### src/rtl/seg7_pkg.sv
// seg7_pkg
//   Shared constants for the 3-digit 7-segment scan driver.
//   Segment patterns are active-high and ordered {dp,g,f,e,d,c,b,a};
//   output polarity is applied by the consumer, not here.
package seg7_pkg;

  localparam int NUM_DIGITS = 3;
  localparam int DIGIT_W    = 4;
  localparam int SEG_W      = 8;

  localparam logic [DIGIT_W-1:0] BLANK_CODE = 4'hF;

  // Digit slot currently being scanned; left digit is shown first.
  typedef enum logic [1:0] {
    SLOT_LEFT  = 2'd0,
    SLOT_MID   = 2'd1,
    SLOT_RIGHT = 2'd2
  } slot_e;

  // Active-high lit-segment patterns, bit order {dp,g,f,e,d,c,b,a}.
  localparam logic [SEG_W-1:0] SEG_0     = 8'h3F;
  localparam logic [SEG_W-1:0] SEG_1     = 8'h06;
  localparam logic [SEG_W-1:0] SEG_2     = 8'h5B;
  localparam logic [SEG_W-1:0] SEG_3     = 8'h4F;
  localparam logic [SEG_W-1:0] SEG_4     = 8'h66;
  localparam logic [SEG_W-1:0] SEG_5     = 8'h6D;
  localparam logic [SEG_W-1:0] SEG_6     = 8'h7D;
  localparam logic [SEG_W-1:0] SEG_7     = 8'h07;
  localparam logic [SEG_W-1:0] SEG_8     = 8'h7F;
  localparam logic [SEG_W-1:0] SEG_9     = 8'h6F;
  localparam logic [SEG_W-1:0] SEG_A     = 8'h77;  // A
  localparam logic [SEG_W-1:0] SEG_B     = 8'h7C;  // b
  localparam logic [SEG_W-1:0] SEG_C     = 8'h39;  // C
  localparam logic [SEG_W-1:0] SEG_D     = 8'h5E;  // d
  localparam logic [SEG_W-1:0] SEG_DASH  = 8'h40;  // code E: '-'
  localparam logic [SEG_W-1:0] SEG_BLANK = 8'h00;  // code F

endpackage

### src/rtl/seg7_decode.sv
// seg7_decode
//   Combinational 4-bit digit code -> active-high segment pattern.
//   Ports:
//     code     in   4  digit code (0-9, A-D letters, E dash, F blank)
//     pattern  out  8  {dp,g,f,e,d,c,b,a}, 1 = lit; dp never lit
module seg7_decode
  import seg7_pkg::*;
(
  input  logic [DIGIT_W-1:0] code,
  output logic [SEG_W-1:0]   pattern
);

  always_comb begin
    pattern = SEG_BLANK;
    case (code)
      4'h0:    pattern = SEG_0;
      4'h1:    pattern = SEG_1;
      4'h2:    pattern = SEG_2;
      4'h3:    pattern = SEG_3;
      4'h4:    pattern = SEG_4;
      4'h5:    pattern = SEG_5;
      4'h6:    pattern = SEG_6;
      4'h7:    pattern = SEG_7;
      4'h8:    pattern = SEG_8;
      4'h9:    pattern = SEG_9;
      4'hA:    pattern = SEG_A;
      4'hB:    pattern = SEG_B;
      4'hC:    pattern = SEG_C;
      4'hD:    pattern = SEG_D;
      4'hE:    pattern = SEG_DASH;
      default: pattern = SEG_BLANK;
    endcase
  end

endmodule

### src/rtl/seg7_scan_driver.sv
// seg7_scan_driver
//   Time-multiplexed 3-digit 7-segment driver. Scans a latched 12-bit digit
//   word onto shared segment lines, one digit slot of SCAN_DIV cycles at a
//   time, and emits a scroll tick every FRAMES_PER_TICK frames.
//   Ports:
//     clk            in   1   clock
//     rst            in   1   synchronous, active-low reset
//     i_en           in   1   scan enable
//     i_digits       in   12  {left, middle, right} 4-bit digit codes
//     o_an           out  3   digit enables, o_an[0]=left .. o_an[2]=right
//     o_seg          out  8   {dp,g,f,e,d,c,b,a}
//     o_scroll_tick  out  1   one-cycle pulse per FRAMES_PER_TICK frames
//   All outputs are registered: pins show the previous cycle's scan state.
module seg7_scan_driver
  import seg7_pkg::*;
#(
  parameter int SCAN_DIV        = 50000,
  parameter int GUARD           = 16,
  parameter int FRAMES_PER_TICK = 100,
  parameter int SEG_ACTIVE_LOW  = 1,
  parameter int AN_ACTIVE_LOW   = 1
) (
  input  logic        clk,
  input  logic        rst,
  input  logic        i_en,
  input  logic [11:0] i_digits,
  output logic [2:0]  o_an,
  output logic [7:0]  o_seg,
  output logic        o_scroll_tick
);

  localparam int CNT_W = (SCAN_DIV > 2) ? $clog2(SCAN_DIV) : 1;
  localparam int FC_W  = (FRAMES_PER_TICK > 2) ? $clog2(FRAMES_PER_TICK) : 1;

  localparam logic [CNT_W-1:0] CNT_LAST = CNT_W'(SCAN_DIV - 1);
  localparam logic [FC_W-1:0]  FC_LAST  = FC_W'(FRAMES_PER_TICK - 1);

  localparam logic [2:0]       AN_OFF  = (AN_ACTIVE_LOW != 0) ? 3'b111 : 3'b000;
  localparam logic [SEG_W-1:0] SEG_OFF = (SEG_ACTIVE_LOW != 0) ? 8'hFF : 8'h00;

  slot_e            slot, slot_nxt;
  logic [CNT_W-1:0] cnt, cnt_nxt;
  logic [FC_W-1:0]  frame_cnt, frame_cnt_nxt;
  logic [11:0]      frame, frame_nxt;
  logic [2:0]       an_nxt;
  logic [SEG_W-1:0] seg_nxt;
  logic             tick_nxt;

  logic             in_guard;
  logic             slot_end;
  logic             frame_end;
  logic [DIGIT_W-1:0] cur_code;
  logic [SEG_W-1:0]   cur_pattern;
  logic [2:0]         an_onehot;

  // Guard window: leading cycles of each slot with every anode off, so the
  // segment lines settle before the next digit is enabled.
  generate
    if (GUARD > 0) begin : g_guard
      localparam logic [CNT_W-1:0] GUARD_V = CNT_W'(GUARD);
      assign in_guard = (cnt < GUARD_V);
    end else begin : g_no_guard
      assign in_guard = 1'b0;
    end
  endgenerate

  assign slot_end  = (cnt == CNT_LAST);
  assign frame_end = slot_end && (slot == SLOT_RIGHT);

  always_comb begin
    cur_code  = frame[3:0];
    an_onehot = 3'b100;
    case (slot)
      SLOT_LEFT: begin
        cur_code  = frame[11:8];
        an_onehot = 3'b001;
      end
      SLOT_MID: begin
        cur_code  = frame[7:4];
        an_onehot = 3'b010;
      end
      default: begin
        cur_code  = frame[3:0];
        an_onehot = 3'b100;
      end
    endcase
  end

  seg7_decode u_decode (
    .code    (cur_code),
    .pattern (cur_pattern)
  );

  // Next-state and next-output logic. Disable takes priority over any
  // latch/tick condition falling on the same edge.
  always_comb begin
    cnt_nxt       = cnt;
    slot_nxt      = slot;
    frame_cnt_nxt = frame_cnt;
    frame_nxt     = frame;
    an_nxt        = AN_OFF;
    seg_nxt       = SEG_OFF;
    tick_nxt      = 1'b0;

    if (!i_en) begin
      // While idle the frame tracks the input, so the first frame after
      // enable shows the value present on the last disabled cycle.
      cnt_nxt       = '0;
      slot_nxt      = SLOT_LEFT;
      frame_cnt_nxt = '0;
      frame_nxt     = i_digits;
    end else begin
      if (!in_guard) begin
        an_nxt  = (AN_ACTIVE_LOW != 0) ? ~an_onehot : an_onehot;
        seg_nxt = (SEG_ACTIVE_LOW != 0) ? ~cur_pattern : cur_pattern;
      end

      if (slot_end) begin
        cnt_nxt = '0;
        case (slot)
          SLOT_LEFT: slot_nxt = SLOT_MID;
          SLOT_MID:  slot_nxt = SLOT_RIGHT;
          default:   slot_nxt = SLOT_LEFT;
        endcase
      end else begin
        cnt_nxt = cnt + 1'b1;
      end

      // Latch only at the frame boundary so a frame never tears.
      if (frame_end) begin
        frame_nxt = i_digits;
        if (frame_cnt == FC_LAST) begin
          frame_cnt_nxt = '0;
          tick_nxt      = 1'b1;
        end else begin
          frame_cnt_nxt = frame_cnt + 1'b1;
        end
      end
    end
  end

  always_ff @(posedge clk) begin
    if (!rst) begin
      cnt           <= '0;
      slot          <= SLOT_LEFT;
      frame_cnt     <= '0;
      frame         <= 12'hFFF;
      o_an          <= AN_OFF;
      o_seg         <= SEG_OFF;
      o_scroll_tick <= 1'b0;
    end else begin
      cnt           <= cnt_nxt;
      slot          <= slot_nxt;
      frame_cnt     <= frame_cnt_nxt;
      frame         <= frame_nxt;
      o_an          <= an_nxt;
      o_seg         <= seg_nxt;
      o_scroll_tick <= tick_nxt;
    end
  end

endmodule

### config.mk
export PLATFORM = sky130hd
export DESIGN_NAME = seg7_scan_driver
export DESIGN_NICKNAME = d
export VERILOG_FILES = /design/src/rtl/seg7_pkg.sv /design/src/rtl/seg7_decode.sv /design/src/rtl/seg7_scan_driver.sv
export SDC_FILE = /design/constraint.sdc
export NUM_CORES = 1
export LEC_CHECK = 0
export BUFFER_PORTS_ARGS = -buffer_cell sky130_fd_sc_hd__buf_2
export CAP_MARGIN = 20
export CELL_PAD_IN_SITES_DETAIL_PLACEMENT = 1
export CELL_PAD_IN_SITES_GLOBAL_PLACEMENT = 2
export CORE_MARGIN = 3
export CORE_UTILIZATION = 38
export DETAILED_ROUTE_END_ITERATION = 8
export GPL_TIMING_DRIVEN = 0
export PLACE_DENSITY = 0.88
export SLEW_MARGIN = 15
export SYNTH_ARGS = -nofsm -noshare
export SYNTH_HDL_FRONTEND = slang
export SYNTH_SLANG_ARGS = --single-unit
### constraint.sdc
create_clock -name clk -period 5.7 [get_ports clk]
set_input_delay 0.57 -clock clk [delete_from_list [all_inputs] [get_ports clk]]
set_output_delay 0.57 -clock clk [all_outputs]
set_load 0.02 [all_outputs]
-- Word level (Yosys, flattened, before mapping)
Memories as Yosys holds them, arrays and structs flattened.
Cells that the tools add are included.
- bits in registers: 49
- bits in read-only memories: 112
- bits of input ports: 15
- output and inout port bits: 12
- word-level logic and storage cells: 33
- memories: 1
- memory list (name ; depth ; bits a word ; read ports ; clocked after memory_dff ; wr ports ; line ; text):
    (no name shown) ; 16 ; 7 ; 1 ; 0 ; 0 ; seg7_decode.sv:15 ; case (code)
- add/subtract/negate cells: 2
- magnitude comparators: 1
- equal/unequal tests: 5
- muxes and demuxes: 7
- bitwise operators: 4
- reduce and logical (&&, ||, !) cells: 6
- operators by type and width (kind ; number):
    $mux 12 ; 2
    $add 16x1->16 const B ; 1
    $eq 16x16->1 const B ; 1
    $lt 16x5->1 const B ; 1
    $not 8->8 ; 1
    $pmux 4 s2 ; 1
    $add 7x1->7 const B ; 1
    $eq 7x7->1 const B ; 1
    $mux 7 ; 1
    $pmux 3 s2 ; 1
    $reduce_or 3->1 ; 2
    $pmux 2 s2 ; 1
    $not 3->3 ; 1
    $reduce_and 3->1 ; 1
    $eq 2x1->1 const B ; 1
    $eq 2x2->1 const B ; 1
    $logic_not 2->1 ; 1
    $ne 2x1->1 const B ; 1
    $not 1->1 ; 2
    $reduce_and 2->1 ; 1
    $logic_and 1x1->1 ; 1
    $mux 1 ; 1

-- Longest topological paths before layout
Gate-level depths: netlist of run 1.
- depth after elaboration: 4
- mapped depth: 9

-- Modules after synthesis
A second synthesis of run 1 with hierarchy kept.
- cells, all modules: 271
- area, all modules: 2357.3 µm²
- by module, submodules not included (module ; instances ; cells each ; area an instance (µm²) ; seq. area each (µm²)):
    seg7_scan_driver ; 1 ; 232 ; 2084.5 ; 980.9
    seg7_decode ; 1 ; 39 ; 272.8 ; 0.0

-- Worst setup path before layout of run 1
No wires, ideal clock.
- path type: reg-to-reg
- start point: register cnt[7]
- end point: register cnt[10]
- library setup time: 117 ps
- arrival: 2009 ps
- required time: 5583 ps
- slack: 3574 ps
- cell stages (with the launch flop): 8
- buffers on the path: 3
- period minus slack after synthesis: 2126 ps
- path through: dfxtp_1 buf_6 or3_4 or4_1 clkbuf_2 o21ai_1 buf_2 nor2_1
- longest elaborated chain between the ends: 2
- elaborated cells between the ends (all ways): 3
- those cells by class: add/sub: 1; eq/ne: 1; reduce/logical: 1
- ends and longest elaborated chain (item ; line ; text):
    from (decl) ; seg7_scan_driver.sv:42 ; logic [CNT_W-1:0] cnt, cnt_nxt;
    from (signal assigned) ; seg7_scan_driver.sv:152 ; cnt <= cnt_nxt;
    branches (longest 2 deep; another with $add 16x1->16) ; n/a ;
Several ways; the timed one is not identified.
A chain may end at the register's enable or synchronous reset.

-- Worst setup path in the final report of run 1
- start point: register cnt[7]
- end point: register cnt[6]
- longest elaborated chain between the ends: 2
- ends and longest elaborated chain (item ; line ; text):
    $eq 16x16->1 ; seg7_scan_driver.sv:67 ; assign slot_end = (cnt == CNT_LAST);
    $reduce_or 3->1 (no line) ; n/a ;
Every way passes these cells.

==> out/results.ini, run 1 <==
[timing]
relative_slew_margins_pct = 45.7
timing.final.setup_violations = 0
maxClockFrequency_ghz = 0.401
skew_ns = 0.00856
worstMarginPinSlew_ns = 0.804
final.setup.worst_slack_ns = 3.20
final.setup.tns_ns = 0
rsz0062_at_grt = false
final_period_minus_worst_setup_slack_ns = 2.50
count_of_pins_over_their_slew_limit = 0
portion_of_the_clock_cycle_consumed_by_the_worst_path_in_the_final_layout_pct = 43.8
report.final.hold_viol_count = 0

[setup_path]
timing.rr.start = cnt[7]
worst_ep_arrival_time_ns = 2.69
critical_path_type = reg -> reg
timing.rr.end = cnt[6]
cp_data_required_time_ns = 5.89
rrSetupSlack_ns = 3.20
critPathLaunchType = flip-flop
critPathCaptureType = flip-flop
critical_path.max_fanout = 10
ff2ff_path_depth = 7

[yosys]
syn_inst = 270
ys_async_sr_fraction_pct = 0
yosys_register_bits = 48
ys_dominant_reg_cell = dfxtp_1
synth.top_cells.by_area = dfxtp_1 40%, o211ai_1 7.5%, ha_1 4.2%
ys.warnings.count = 0
postSynthAreaPerCell_um2 = 8.85
synth.lib_cells_used.distinct = 49
library_cell_with_the_largest_summed_area_after_synthesis = dfxtp_1
yosysTopAreaCellShare_pct = 40.2
synth_enable_flop_cells = 0
synth.net_count = 293
seq_area_frac_synth_pct = 40.2
syn_area_mm2 = 0.00239

[clock_tree]
post_cts_hold_buffer_count = 0
cts.path.max_buffers = 2
cts_htree_levels = 2
tritoncts.num_buffers = 5
skew_pair_late_insertion_delay_ns = 0.31
worst_setup_hold_path_clk_slew_ns = 0.09
cts_root_cell = clkbuf_8
cts_resized = 0
postCtsSetupBuffers = 0
cts_sinks = 48
tritoncts = done

[global_route]
grt_ovf = 0
grt_busiest_layer = met2
grt_usage_pct = 16.9
global_route_wire_length_before_repair_mm = 10.1
use_met3_pct = 3.79
antenna_found_initial = 0
groute.layer.met2.usage_pct = 26.6
met1_demand_to_capacity_share_in_global_routing_pct = 23.4
via_count_of_the_first_global_routing_pass = 2105
maximum_number_of_pins_on_one_net_before_global_route_repair = 15

[place]
dp_worst_setup_slack_ns = 3.22
io_buffer_count = 25
finalWeightedCongestion = 0.803
place_area_mm2 = 0.00261
dp_hpwl_mm = 4.20

[hold_path]
hold_end = cnt[0]
min-delay-start = cnt[0]
hold_path_class = reg -> reg
timing.hold.worst_path_depth = 1

[route]
routed_wire_length_per_instance_um = 15.0
vias = 2073
initialDrtViolationCount = 92
finalWirelength_mm = 5.67
route.antenna.remaining_nets = 0
viasPerCell = 5.48
drc = 0
pre_antenna_drt_iters = 4

[cells_and_area]
areaGrowthSynthToFinish_pct = 13.0
layout.area.seq_um2 = 961
multiInputGateArea_mm2 = 0.00125
design_area_mm2 = 0.00270
final_nets = 325
filler_cell_count = 739
drive_gt1_share_pct = 15.2
antenna_cells_inserted = 0

[die]
num_io_pins = 27
dieWidth_um = 85.3
floorplan.die.height_um = 85.3
die_area_mm2 = 0.00728
start_util_pct = 39.9
floorplan.core_area_mm2 = 0.00599
rows = 28

[power_and_ir_drop]
cellLeakagePower_nw = 0.998
pwr_density_cell_mw_per_mm2 = 223
irDropWorstVdd_v = 0.000132

[run_status]
run_status = finished, final reports clean

[job]
drv_cap = 0

## registers in the layout, indices dropped and copies added, names as in the netlist
signal	cells
cnt	16
frame	12
frame_cnt	7
o_seg	7
o_an	3
slot	2
o_scroll_tick	1
## cell type report
type	count	share of cell area (%)
flip-flops and latches	48	35.6
clock inverters	2	0.371
multi-input cells	188	46.5
well taps	75	3.47
plain buffers	19	4.35
clock buffers	6	3.06
repair buffers	25	4.63
inverters	15	2.08
## cell families after synthesis
group                    after synthesis  synth area share (%)
flip-flops                            48                  40.2
multiplexers                          11                  4.76
AND/OR/NAND/NOR                       88                  19.2
XOR/XNOR                              12                  4.40
other                                  1                 0.157
buffers and inverters                 34                  7.28
AO/OA/AOI/OAI                         68                  19.8
adder cells (fa/ha/maj)                8                  4.19
## stage by stage
stage | util, % | power, mW | hold slack [ns] | instances
after floorplan | - | 0.385 | 0.413 | 270
after global placement | 43.5 | 0.399 | 0.425 | 370
after detailed placement | 43.5 | 0.401 | 0.449 | 370
after CTS | 45.1 | 0.612 | 0.462 | 378
after global routing | 45.1 | 0.638 | 0.486 | 378
final | 45.1 | 0.603 | 0.460 | 378
## critical path, cell delays in order, from the launching register on
cell	delay (ns)
dfxtp_1	0.32
buf_6	0.13
or3_4	0.39
or4_1	0.54
clkbuf_2	0.18
o21ai_1	0.43
buf_2	0.32
nor2_1	0.07
## synth_stat cells (all sizes together) (9+ instances only)
library cell,number
nand3,14
dfxtp,48
nand2,18
nor2,18
a21oi,10
clkbuf,13
o211ai,24
xor2,9
o21ai,10
inv,15
## worst max-delay path by stage
stage             from  endpoint  slack (ns)
5_1_grt        slot[1]  o_seg[4]        2.94
4_1_cts         cnt[7]   cnt[10]        3.20
2_1_floorplan   cnt[7]   cnt[10]        3.57
6_report        cnt[7]    cnt[6]        3.20
3_5_place_dp    cnt[7]   cnt[10]        3.22
3_3_place_gp    cnt[7]    cnt[7]        3.25
## cells in the final DEF, fill, tap and decap left out, types with 3 or more instances in the layout
master,n
a211oi_1,4
a21oi_1,10
and3_1,3
buf_2,26
buf_6,4
clkbuf_1,11
clkbuf_8,7
dfxtp_1,48
ha_1,8
inv_1,15
mux2_2,3
mux2i_1,8
nand2_1,18
nand3_1,14
nand4_1,8
nor2_1,18
nor3_1,4
nor4_1,3
o211ai_1,24
o21a_1,4
o21ai_0,8
o31ai_1,3
or3_1,4
or4_1,4
xnor2_1,3
xor2_1,9
## where the power goes
group	total, mW	leakage [nW]	switching (mW)	internal, mW
clock network	0.210	0.0510	0.113	0.0970
logic	0.0478	0.556	0.0286	0.0192
registers	0.345	0.391	0.00361	0.342
## per-layer routing
layer	part of all wire, %	vias to the layer above
met2	45	32
met3	4.0	6
met1	50	989
li1	-	1046
met5	0	-
met4	1.1	0
Power figures use the tool's default switching activity.
==> run 2: changes to the inputs <==
- CORE_UTILIZATION: 38 -> 32
- PLACE_DENSITY: 0.88 -> 0.8
- clock period: 5.7 -> 2.15 ns (I/O delays scaled with it)
==> run 2 against run 1 <==
Net effect: register-to-register slack got worse by 3.1 ns; first-iteration DRC count shrank 60%; non-clock buffer count rose by 2; via count rose by 1.4%; routed wire length increased by 4.7%; maximum frequency increased by 20%; hold slack lost 0.32 ns; largest cell class unchanged.
==> out/results.ini, run 2 (synthesized netlist as in run 1, its figures left out) <==
[die]
die_area_mm2 = 0.00854  ; +17%
start_util_pct = 34.0  ; -5.8 points
floorplan.die.height_um = 92.4  ; +8.3%
rows = 30  ; +7.1%
num_io_pins = 27  ; unchanged
floorplan.core_area_mm2 = 0.00702  ; +17%
dieWidth_um = 92.4  ; +8.3%

[place]
io_buffer_count = 25  ; unchanged
dpl.cell_count = 391  ; +5.7%
dp_hpwl_mm = 4.23  ; +0.69%
finalWeightedCongestion = 0.761  ; -5.2%

[power_and_ir_drop]
cellLeakagePower_nw = 1.06  ; +5.9%
pwr_density_cell_mw_per_mm2 = 599  ; +170%
share_seq_of_total_power_pct = 53.2  ; -4.0 points
pwr-share-clk_pct = 38.8  ; +3.9 points
power_report.internal_total_mw = 1.31  ; +190%
switching_share_pct = 23.9  ; -0.29 points
net-switching-power_uw = 410  ; +180%
share_comb_of_total_power_pct = 8.0  ; about the same
fin_total_pwr_mw = 1.72  ; +180%
irDropWorstVdd_v = 0.000236  ; +79%

[setup_path]
slowest_stage = or4_1
cpPeakStageDelay_ns = 0.46  ; -0.08 ns
crit_chain = buf_6, or3_4, or4_4, clkbuf_8, or4_1, a21oi_1
critPathLaunchType = flip-flop
cp_data_required_time_ns = 2.39  ; -3.50 ns
worst_ep_arrival_time_ns = 2.32  ; -0.37 ns
critical_path.max_fanout = 9  ; -1
critPathCaptureType = flip-flop
critical_path_type = reg -> reg

[global_route]
antenna_found_initial = 0  ; unchanged
grt_ovf = 0  ; unchanged
via_count_of_the_first_global_routing_pass = 2059  ; -2.2%
global_route_wire_length_before_repair_mm = 10.1  ; -0.35%
maximum_number_of_pins_on_one_net_before_global_route_repair = 16  ; +1
grt_usage_pct = 14.4  ; -2.5 points

[clock_tree]
cts_htree_levels = 2  ; unchanged
skew_pair_late_insertion_delay_ns = 0.31  ; about the same
cts.path.max_buffers = 2  ; unchanged
worst_setup_hold_path_clk_slew_ns = 0.10  ; about the same
tritoncts = done
cts_root_cell = clkbuf_8
cts_sinks = 48  ; unchanged
tritoncts.num_buffers = 5  ; unchanged

[route]
pre_antenna_drt_iters = 4  ; unchanged
viasPerCell = 5.24  ; -4.5%
finalWirelength_mm = 5.94  ; +4.7%
vias = 2101  ; +1.4%
routed_wire_length_per_instance_um = 14.8  ; -1.3%
route.antenna.remaining_nets = 0  ; unchanged
drc = 0  ; unchanged
initialDrtViolationCount = 37  ; -60%

[timing]
count_of_pins_over_their_slew_limit = 0  ; unchanged
final.setup.tns_ns = 0  ; unchanged
report.final.hold_viol_count = 0  ; unchanged
hold_ws_ns = 0.145  ; -0.316 ns
timing.final.setup_violations = 0  ; unchanged
worstMarginPinSlew_ns = 0.784  ; -0.0200 ns
final_period_minus_worst_setup_slack_ns = 2.08  ; -0.417 ns
relative_slew_margins_pct = 47.1  ; +1.4 points
maxClockFrequency_ghz = 0.481  ; +20%
skew_ns = 0.00808  ; -0.000478 ns
portion_of_the_clock_cycle_consumed_by_the_worst_path_in_the_final_layout_pct = 96.7  ; +53 points

[cells_and_area]
regMostFlops = cnt
reg.largest.list = cnt x16, frame x12
filler_cell_count = 849  ; +15%
finish.utilization_pct = 40.9  ; -4.2 points
final_nets = 327  ; +0.62%
finalNonFillerCells = 401  ; +6.1%
layout.cells.most_common = dfxtp_1
final_cell_mix = 47 x dfxtp_1, 25 x buf_2, 24 x o211ai_1
antenna_cells_inserted = 0  ; unchanged
areaGrowthSynthToFinish_pct = 20.1
largest_register_ffs = 16  ; unchanged
drive_gt1_share_pct = 20.7  ; +5.5 points

[job]
drv_cap = 0  ; unchanged

[hold_path]
hold_path_class = in -> reg

[run_status]
run_status = finished, final reports clean

run 2: changes by cell type in the layout (fill, tap and decap cells not counted), sizes merged:
cell      before  now
buf           31   34
clkbuf        19   17
bufinv         0    1
clkinv         2    1
clkinvlp       0    1
run 2: layer usage:
layer / up-vias / global-route usage [%] / wire [µm] / share of wire [%]
met5: - / 0 / 0 / 0
met4: 0 / 3.71 / 93 / 1.6
met3: 10 / 2.44 / 145 / 2.4
met2: 37 / 22.5 / 2710 / 46
met1: 1004 / 20.6 / 2990 / 50
li1: 1050 / - / - / -
run 2: cell type report:
cell class	count	area [µm²]	area share (%)
sequential	48	962	33.5
clock buffer	5	68.8	2.40
clock inverter	3	42.5	1.48
timing repair buffer	29	155	5.41
multi-input combinational	188	1330	46.2
inverter	15	56.3	1.96
tap	96	120	4.19
buffer	17	139	4.84
run 2: what timing repair did:
item	CTS	global route
hold buffers	0	0
endpoints found under the setup margin	31	31
pin swaps	4	0
setup buffers	3	0
gates resized for setup	16	11
gates cloned	1	0
run 2: worst paths after layout:
| kind | from | endpoint | slack [ns] | depth (start not counted) |
|---|---|---|---|---|
| worst max-delay path | cnt[7] | frame_cnt[3] | 0.07 | 6 |
| worst min-delay path | rst | frame[11] | 0.14 | 2 |
| worst max register to register | cnt[7] | frame_cnt[3] | 0.07 | 6 |
| worst min register to register | cnt[0] | cnt[0] | 0.45 | 1 |
run 2: stage by stage:
step	setup WS [ns]	area, µm²
6_report	0.0709	2870
5_1_grt	-0.0360	2870
4_1_cts	0.00208	2830
3_5_place_dp	-0.307	2640
3_3_place_gp	-0.341	2640
2_1_floorplan	0.0236	2390
run 2: power groups by stage:
stage	registers (mW)	clock network, mW	logic [mW]
finish	0.915	0.666	0.137
global route	0.917	0.720	0.154
CTS	0.915	0.687	0.135
detailed placement	0.936	0	0.126
global placement	0.935	0	0.124
floorplan	0.933	0	0.0869
run 2: critical path: cells and delay by family (launching register included):
kind,cells,cell delay [ns]
and+or+nand+nor,3,1.26
DFF,1,0.33
buffers and inverters,2,0.30
AOI/OAI and AO/OA,1,0.12
